--- src/rtl/y86_wb_regfile.sv ---
`default_nettype none
// =============================================================================
// Module  : y86_wb_regfile
// Brief   : Y86-64 writeback stage: destination decode, register file with two
//           bypassable read ports, sticky halt and retired-instruction counter.
// Revision: 1.0
// =============================================================================
module y86_wb_regfile #(
  parameter int DATA_W = 64,
  parameter int NREG   = 15,
  parameter int CNT_W  = 32,
  parameter int BYPASS = 1
) (
  input  logic              clk,
  input  logic              rst_n,
  input  logic              w_valid,
  input  logic [1:0]        w_stat,
  input  logic [3:0]        w_icode,
  input  logic [3:0]        w_rA,
  input  logic [3:0]        w_rB,
  input  logic              w_cnd,
  input  logic [DATA_W-1:0] w_valE,
  input  logic [DATA_W-1:0] w_valM,
  input  logic [3:0]        srcA,
  input  logic [3:0]        srcB,
  output logic [DATA_W-1:0] rdA,
  output logic [DATA_W-1:0] rdB,
  output logic              halted,
  output logic [CNT_W-1:0]  retired,
  output logic [3:0]        dstE_o,
  output logic [3:0]        dstM_o
);

  localparam logic [1:0] c_stat_aok = 2'd0;
  localparam logic [3:0] c_rnone    = 4'hF;
  localparam logic [3:0] c_rsp      = 4'd4;
  localparam logic [3:0] c_i_cmov   = 4'd2;
  localparam logic [3:0] c_i_irmov  = 4'd3;
  localparam logic [3:0] c_i_mrmov  = 4'd5;
  localparam logic [3:0] c_i_op     = 4'd6;
  localparam logic [3:0] c_i_call   = 4'd8;
  localparam logic [3:0] c_i_ret    = 4'd9;
  localparam logic [3:0] c_i_push   = 4'd10;
  localparam logic [3:0] c_i_pop    = 4'd11;
  localparam logic [4:0] c_nreg     = 5'(NREG);

  function automatic logic f_in_range(input logic [3:0] r);
    return ({1'b0, r} < c_nreg);
  endfunction

  logic [DATA_W-1:0] r_regs [NREG];
  logic              r_halted;
  logic [CNT_W-1:0]  r_retired;

  logic              w_commit;
  logic              w_fault;
  logic [3:0]        w_dste_raw;
  logic [3:0]        w_dstm_raw;
  logic [3:0]        w_dste;
  logic [3:0]        w_dstm;
  logic [NREG-1:0]   w_we_e;
  logic [NREG-1:0]   w_we_m;

  // rst_n gates commit so a write presented during reset neither lands nor bypasses
  assign w_commit = rst_n && w_valid && !r_halted && (w_stat == c_stat_aok);
  assign w_fault  = w_valid && !r_halted && (w_stat != c_stat_aok);

  always_comb begin
    w_dste_raw = c_rnone;
    w_dstm_raw = c_rnone;
    case (w_icode)
      c_i_cmov: begin
        if (w_cnd) w_dste_raw = w_rB;
      end
      c_i_irmov, c_i_op: begin
        w_dste_raw = w_rB;
      end
      c_i_call, c_i_ret, c_i_push: begin
        w_dste_raw = c_rsp;
      end
      c_i_pop: begin
        w_dste_raw = c_rsp;
        w_dstm_raw = w_rA;
      end
      c_i_mrmov: begin
        w_dstm_raw = w_rA;
      end
      default: begin
      end
    endcase
  end

  assign w_dste = (w_commit && f_in_range(w_dste_raw)) ? w_dste_raw : c_rnone;
  assign w_dstm = (w_commit && f_in_range(w_dstm_raw)) ? w_dstm_raw : c_rnone;
  assign dstE_o = w_dste;
  assign dstM_o = w_dstm;

  always_comb begin
    w_we_e = '0;
    w_we_m = '0;
    for (int i = 0; i < NREG; i++) begin
      w_we_e[i] = (w_dste == 4'(i));
      w_we_m[i] = (w_dstm == 4'(i));
    end
  end

  // valM is checked first so popq %rsp leaves %rsp = valM
  always_ff @(posedge clk or negedge rst_n) begin
    if (!rst_n) begin
      for (int i = 0; i < NREG; i++) r_regs[i] <= '0;
    end else begin
      for (int i = 0; i < NREG; i++) begin
        if (w_we_m[i])      r_regs[i] <= w_valM;
        else if (w_we_e[i]) r_regs[i] <= w_valE;
      end
    end
  end

  always_ff @(posedge clk or negedge rst_n) begin
    if (!rst_n) begin
      r_halted  <= 1'b0;
      r_retired <= '0;
    end else begin
      if (w_fault)  r_halted  <= 1'b1;
      if (w_commit) r_retired <= r_retired + CNT_W'(1);
    end
  end

  assign halted  = r_halted;
  assign retired = r_retired;

  logic [3:0]        w_src [2];
  logic [DATA_W-1:0] w_rd  [2];

  assign w_src[0] = srcA;
  assign w_src[1] = srcB;
  assign rdA      = w_rd[0];
  assign rdB      = w_rd[1];

  for (genvar p = 0; p < 2; p++) begin : g_port
    logic              w_in;
    logic [DATA_W-1:0] w_arr;

    assign w_in  = f_in_range(w_src[p]);
    assign w_arr = w_in ? r_regs[w_src[p]] : '0;

    if (BYPASS != 0) begin : g_bypass
      // w_dstm/w_dste are either in range or RNONE, so an in-range src never matches "none"
      assign w_rd[p] = (w_in && (w_src[p] == w_dstm)) ? w_valM :
                       (w_in && (w_src[p] == w_dste)) ? w_valE : w_arr;
    end else begin : g_no_bypass
      assign w_rd[p] = w_arr;
    end
  end

endmodule
`default_nettype wire

--- config.mk ---
export PLATFORM = sky130hd
export DESIGN_NAME = y86_wb_regfile
export DESIGN_NICKNAME = d
export VERILOG_FILES = /design/src/rtl/y86_wb_regfile.sv
export SDC_FILE = /design/constraint.sdc
export NUM_CORES = 2
export LEC_CHECK = 0
export ABC_CLOCK_PERIOD_IN_PS = 6400
export BUFFER_PORTS_ARGS = -buffer_cell sky130_fd_sc_hd__buf_2
export CORE_MARGIN = 4
export CORE_UTILIZATION = 55
export CTS_BUF_LIST = sky130_fd_sc_hd__clkbuf_16
export DETAILED_ROUTE_END_ITERATION = 7
export PLACE_DENSITY = 0.78
export RECOVER_POWER = 25
export SETUP_SLACK_MARGIN = 0.02
export SLEW_MARGIN = 20
export SYNTH_ARGS = -nofsm -noshare
export SYNTH_HDL_FRONTEND = slang
export SYNTH_SLANG_ARGS = --single-unit
--- constraint.sdc ---
create_clock -name clk -period 6.4 [get_ports clk]
set_clock_uncertainty 0.05 [all_clocks]
set_input_delay 0.32 -clock clk [delete_from_list [all_inputs] [get_ports clk]]
set_output_delay 0.32 -clock clk [all_outputs]
set_load 0.005 [all_outputs]
After elaboration in Yosys (flattened, before gate mapping). Index checks and enable logic that the tools add are counted. Widths: inputs -> output; s select.

Order comparisons: 6. Reduce and logical (&&, ||, !) cells: 34. Muxes and demuxes: 47. Equal/unequal tests: 40. Bitwise logic cells: 2. Add/subtract/negate cells: 1.

Operator list (number): $mux 64 (40); $bmux 64 s4 (2); $eq 4x4->1 const B (18); $eq 4x3->1 const B (10); $add 32x1->32 const B (1); $reduce_bool 2->1 (16); $eq 4x2->1 const B (6); $eq 4x4->1 (4); $lt 4x4->1 const B (4); $mux 4 (4); $pmux 4 s3 (1); $logic_and 1x1->1 (11); $ge 5x5->1 const B (2); $not 4->5 (2); $eq 4x1->1 const B (2); $logic_not 4->1 (2); $reduce_or 2->1 (2); $reduce_or 4->1 (1); $logic_not 2->1 (1); $logic_not 1->1 (1).

Output and inout bits: 169. Flip-flop bits (word level): 993. Input port bits: 154. Logic and storage cells: 147.

Depth between registers and ports, before layout.
Word-level depth: 10. Mapped depth: 11. Mapped depth without buffers: 7.

Least setup slack after synthesis. Ideal clock, no wire load.

Kind: in2out. Start: input port srcA[0]. End: output port rdA[23]. Stages: 6. Data arrival time: 2.302 ns. Buffers on the path: 2. Slack: 3.728 ns. Data required time: 6.030 ns. Cells stage by stage: clkbuf_1 buf_1 mux4_2 mux4_2 o21ai_0 a31oi_1.

Cells in the longest elaborated chain, start to end: 7. Elaborated cells between the ends (all ways): 12. Classes of those cells: order compare (1); eq/ne (2); mux (6); bitwise (1); reduce/logical (2).

Ends and longest elaborated chain: from (decl) (RTL line 24) `input logic [3:0] srcA,`; $not 4->5 (not written as such) (RTL line 145) `assign w_arr = w_in ? r_regs[w_src[p]] : '0;`; $bmux 64 s4 (RTL line 145); $mux 64 (not written as such) (2 in series) (RTL line 145); $mux 64 (RTL line 145); $mux 64 (RTL line 150) `(w_in && (w_src[p] == w_dste)) ? w_valE : w_arr;`; $mux 64 (*) (RTL line 149) `assign w_rd[p] = (w_in && (w_src[p] == w_dstm)) ? w_valM :`; to (decl) (RTL line 26) `output logic [DATA_W-1:0] rdA,`.

Mark *: on every way between the ends. The rest lies on a longest branch, timed or not. The select of a mux whose other input is x is not followed.

Worst setup path in the final report.
Start: input port rst_n. End: output port rdB[60].

Cells in the longest elaborated chain, start to end: 9. Elaborated cells between the ends (all ways): 13. Classes of those cells: eq/ne (2); mux (4); reduce/logical (7).

Ends and longest elaborated chain: from (decl) (RTL line 15) `input logic rst_n,`; $logic_and 1x1->1 (*) (3 in series) (RTL line 65) `assign w_commit = rst_n && w_valid && !r_halted && (w_stat == c_stat_aok);`; $logic_and 1x1->1 (RTL line 93) `assign w_dste = (w_commit && f_in_range(w_dste_raw)) ? w_dste_raw : c_rnone;`; $mux 4 (RTL line 93); $eq 4x4->1 (RTL line 150); $logic_and 1x1->1 (RTL line 150); $mux 64 (RTL line 150); $mux 64 (*) (RTL line 149); to (decl) (RTL line 27) `output logic [DATA_W-1:0] rdB,`.

Mark *: on every way between the ends. The rest lies on a longest branch, timed or not.

==> flow_summary.json <==
{
  "cp_cell_sequence": "dlygate4sd3_1, buf_8, nand3b_1, or2_0, o2111ai_1, and3_4, o21ai_0, a31oi_1, buf_2",
  "synth_cell_types": 66,
  "netlist_area_sq_um": 65600,
  "synth_nets": 6464,
  "start_util": 0.555,
  "cts_sinks": 993,
  "routedWlPerCell_microns": 31.0,
  "ir_drop_mv": 0.213,
  "antenna_found_initial": 26,
  "die_x_microns": 353,
  "crit_buf_inv": 3,
  "dr.pass1.iters": 8,
  "area_growth_syn_to_layout_pct": 6.98,
  "dp_hpwl_microns": 132000,
  "leakage_nw": 30.8,
  "synth_area_leader_cell": "dfrtp_1",
  "cp_top_family": "simple AND/OR/NAND/NOR gates",
  "postSynthCellCount": 6309,
  "grt_first_pass_wirelength_microns": 353000,
  "num-nets-final": 6187,
  "slew_headroom": -1.72,
  "avgSynthCellArea_sq_um": 10.4,
  "hold_class": "in -> reg",
  "worstPathArrival_ps": 4760,
  "cts_setup_buffers": 0,
  "status": "finished with violations",
  "htreeDepth": 3,
  "clock_latency_ps": 720,
  "via_per_inst": 7.30,
  "netlist.area_leader.share": 0.379,
  "setup_tns_ps": 0,
  "synth-edff-count": 0,
  "die-area_sq_um": 125000,
  "most-common-layout-cells": "mux2i_1, dfrtp_1, o21ai_0, nand2_1, nor2_1",
  "ys_seq_area_frac": 0.379,
  "required_ps": 6030,
  "crit_path_start": "rst_n",
  "grt_pass1_vias": 56017,
  "core-area_sq_um": 118000,
  "synth_area_leaders": "dfrtp_1, mux4_2, mux2i_1",
  "grt_max_degree": 165,
  "critPathLaunchType": "input port",
  "numCtsBuffers": 107,
  "worst_slew_pin_slew_ps": 4070,
  "endpoint_kind": "output port",
  "synthArstFlopShare": 1.00,
  "drive_above_1_share": 0.185,
  "ios": 323,
  "fin_crit_sh": 0.802,
  "ant_nets": 0,
  "routed_wl_microns": 237000,
  "ys.warnings.count": 0,
  "root_buffer": "clkbuf_16",
  "drv_slew": 269,
  "p_per_area_nw_per_um2": 200,
  "clk_path_buf_depth": 3,
  "vias": 56015,
  "violations": "design-rule violations, max-capacitance violations, max-slew violations",
  "hold_violations": 0,
  "clkTransAtPathRegs_ps": 60,
  "cpMaxStageDelayCell": "and3_4",
  "critPathKind": "in -> out",
  "fill_cells": 9418,
  "row_count": 126,
  "rr_startpoint": "halted",
  "max_freq_ghz": 0.195,
  "max_cap_violations": 3,
  "rsz0062_at_grt": "false",
  "setup_violations": 0,
  "period_minus_slack_ps": 5130,
  "hold_path_startpoint": "w_valM[38]",
  "drt_drc_violations_left": 1,
  "r2r_slack_ps": 2290,
  "crit_fanout": 64,
  "drt_iter0_drc": 8050,
  "final_common_cell": "mux2i_1",
  "ys_ff_latch": 993,
  "die_y_microns": 353,
  "cts_tree": "built",
  "post-route-util": 0.594,
  "track_usage": 0.370,
  "port_buffers": 322,
  "place_congestion": 0.870,
  "grt-ovfl-total": 0,
  "yosys_most_used_dff": "dfrtp_1",
  "cp_slowest_stage_delay_ps": 1070
}
[synthesized netlist by cell type (3+ instances only)]
| master | number |
|---|---|
| mux2i_1 | 1087 |
| dfrtp_1 | 993 |
| o21ai_0 | 559 |
| nand2_1 | 533 |
| nor2_1 | 526 |
| a21oi_1 | 517 |
| mux4_2 | 512 |
| clkbuf_1 | 370 |
| buf_2 | 284 |
| nand3_1 | 142 |
| a211oi_1 | 129 |
| a31oi_1 | 128 |
| buf_1 | 98 |
| o21ai_1 | 83 |
| o2bb2ai_1 | 64 |
| buf_4 | 62 |
| buf_6 | 39 |
| xnor2_1 | 22 |
| nor3_1 | 14 |
| nand4_1 | 13 |
| xor2_1 | 12 |
| inv_1 | 11 |
| nor2b_1 | 11 |
| a21o_1 | 7 |
| and3_1 | 5 |
| nor4_1 | 5 |
| o2111ai_1 | 5 |
| o211ai_1 | 5 |
| nor3_2 | 4 |
| nor4_2 | 4 |
| o211ai_2 | 4 |
| a2111o_1 | 3 |
| and4_1 | 3 |
| nand2b_1 | 3 |
| nand4b_1 | 3 |
| o211a_1 | 3 |
| o41ai_1 | 3 |
| or2_2 | 3 |
| or3_1 | 3 |
[where the power goes]
part / switching, W / total [W] / internal, W
sequential: 0.0000447 / 0.00637 / 0.00633
clock: 0.00274 / 0.00617 / 0.00344
combinational: 0.00105 / 0.00150 / 0.000448
[final cells by class]
cell class	count	area (sq um)	area share
sequential	993	24800	0.354
inverter	11	41.3	0.000588
antenna	14	35.0	0.000499
multi-input combinational	4451	37000	0.527
timing repair buffer	468	2980	0.0424
tap	1536	1920	0.0274
clock inverter	88	661	0.00941
clock buffer	109	2730	0.0388
[stage by stage]
stage               total power [W]  cells  hold WS [ps]  setup slack, ps  cell area (sq um)
floorplan                   0.00736   6309         -25.6             3730              65600
global placement            0.00788   7414           246             2240              66400
detailed placement          0.00791   7414           246             2180              66400
CTS                          0.0140   7655         0.241             1600              70200
global route                 0.0144   7657          30.4              870              70200
finish                       0.0140   7670          20.9             1270              70200
[logic make-up after synthesis]
family                     after synthesis  share of synthesized area
AOI/OAI and AO/OA                     1528                      0.131
xor gates and xnor gates                34                    0.00454
adders and majority gates                1                   0.000191
buffers and inverters                  865                     0.0629
DFF                                    993                      0.379
muxes                                 1601                      0.342
and+or+nand+nor                       1287                     0.0811
[worst reg2reg max path: stages, from the launching register on]
cell and delay [ps]:
dfrtp_1 410, nand3b_1 200, or2_0 620, nor3_2 930
a32o_4 920, buf_4 610, nor2_1 130, a21oi_1 150
[per-layer routing]
metal | part of all wire | track usage
met1 | 0.35 | 0.459
met2 | 0.43 | 0.543
met3 | 0.15 | 0.139
met4 | 0.077 | 0.244
met5 | 0.00081 | 0.00192
[what timing repair did]
action | CTS | global route
hold buffers | 44 | 0
resized for setup | 0 | 0
hold endpoints to repair | 132 | 0
endpoints found under the setup margin | 0 | 0
[path summary, 6_finish.rpt]
| path | to | cells past startpoint |
|---|---|---|
| hold reg to reg | retired[31] | 1 |
| max in group asynchronous | r_regs[180] | 4 |
| min in group asynchronous | retired[13] | 2 |
| hold / removal | r_regs[486] | 3 |
| setup / recovery | rdB[60] | 9 |
| setup reg to reg | r_regs[621] | 7 |
[state kept, by name, summed over array words and instances (netlist names)]
register and count:
halted 1, retired 32, r_regs 960
Note: power is estimated with default switching activity, not from simulation.
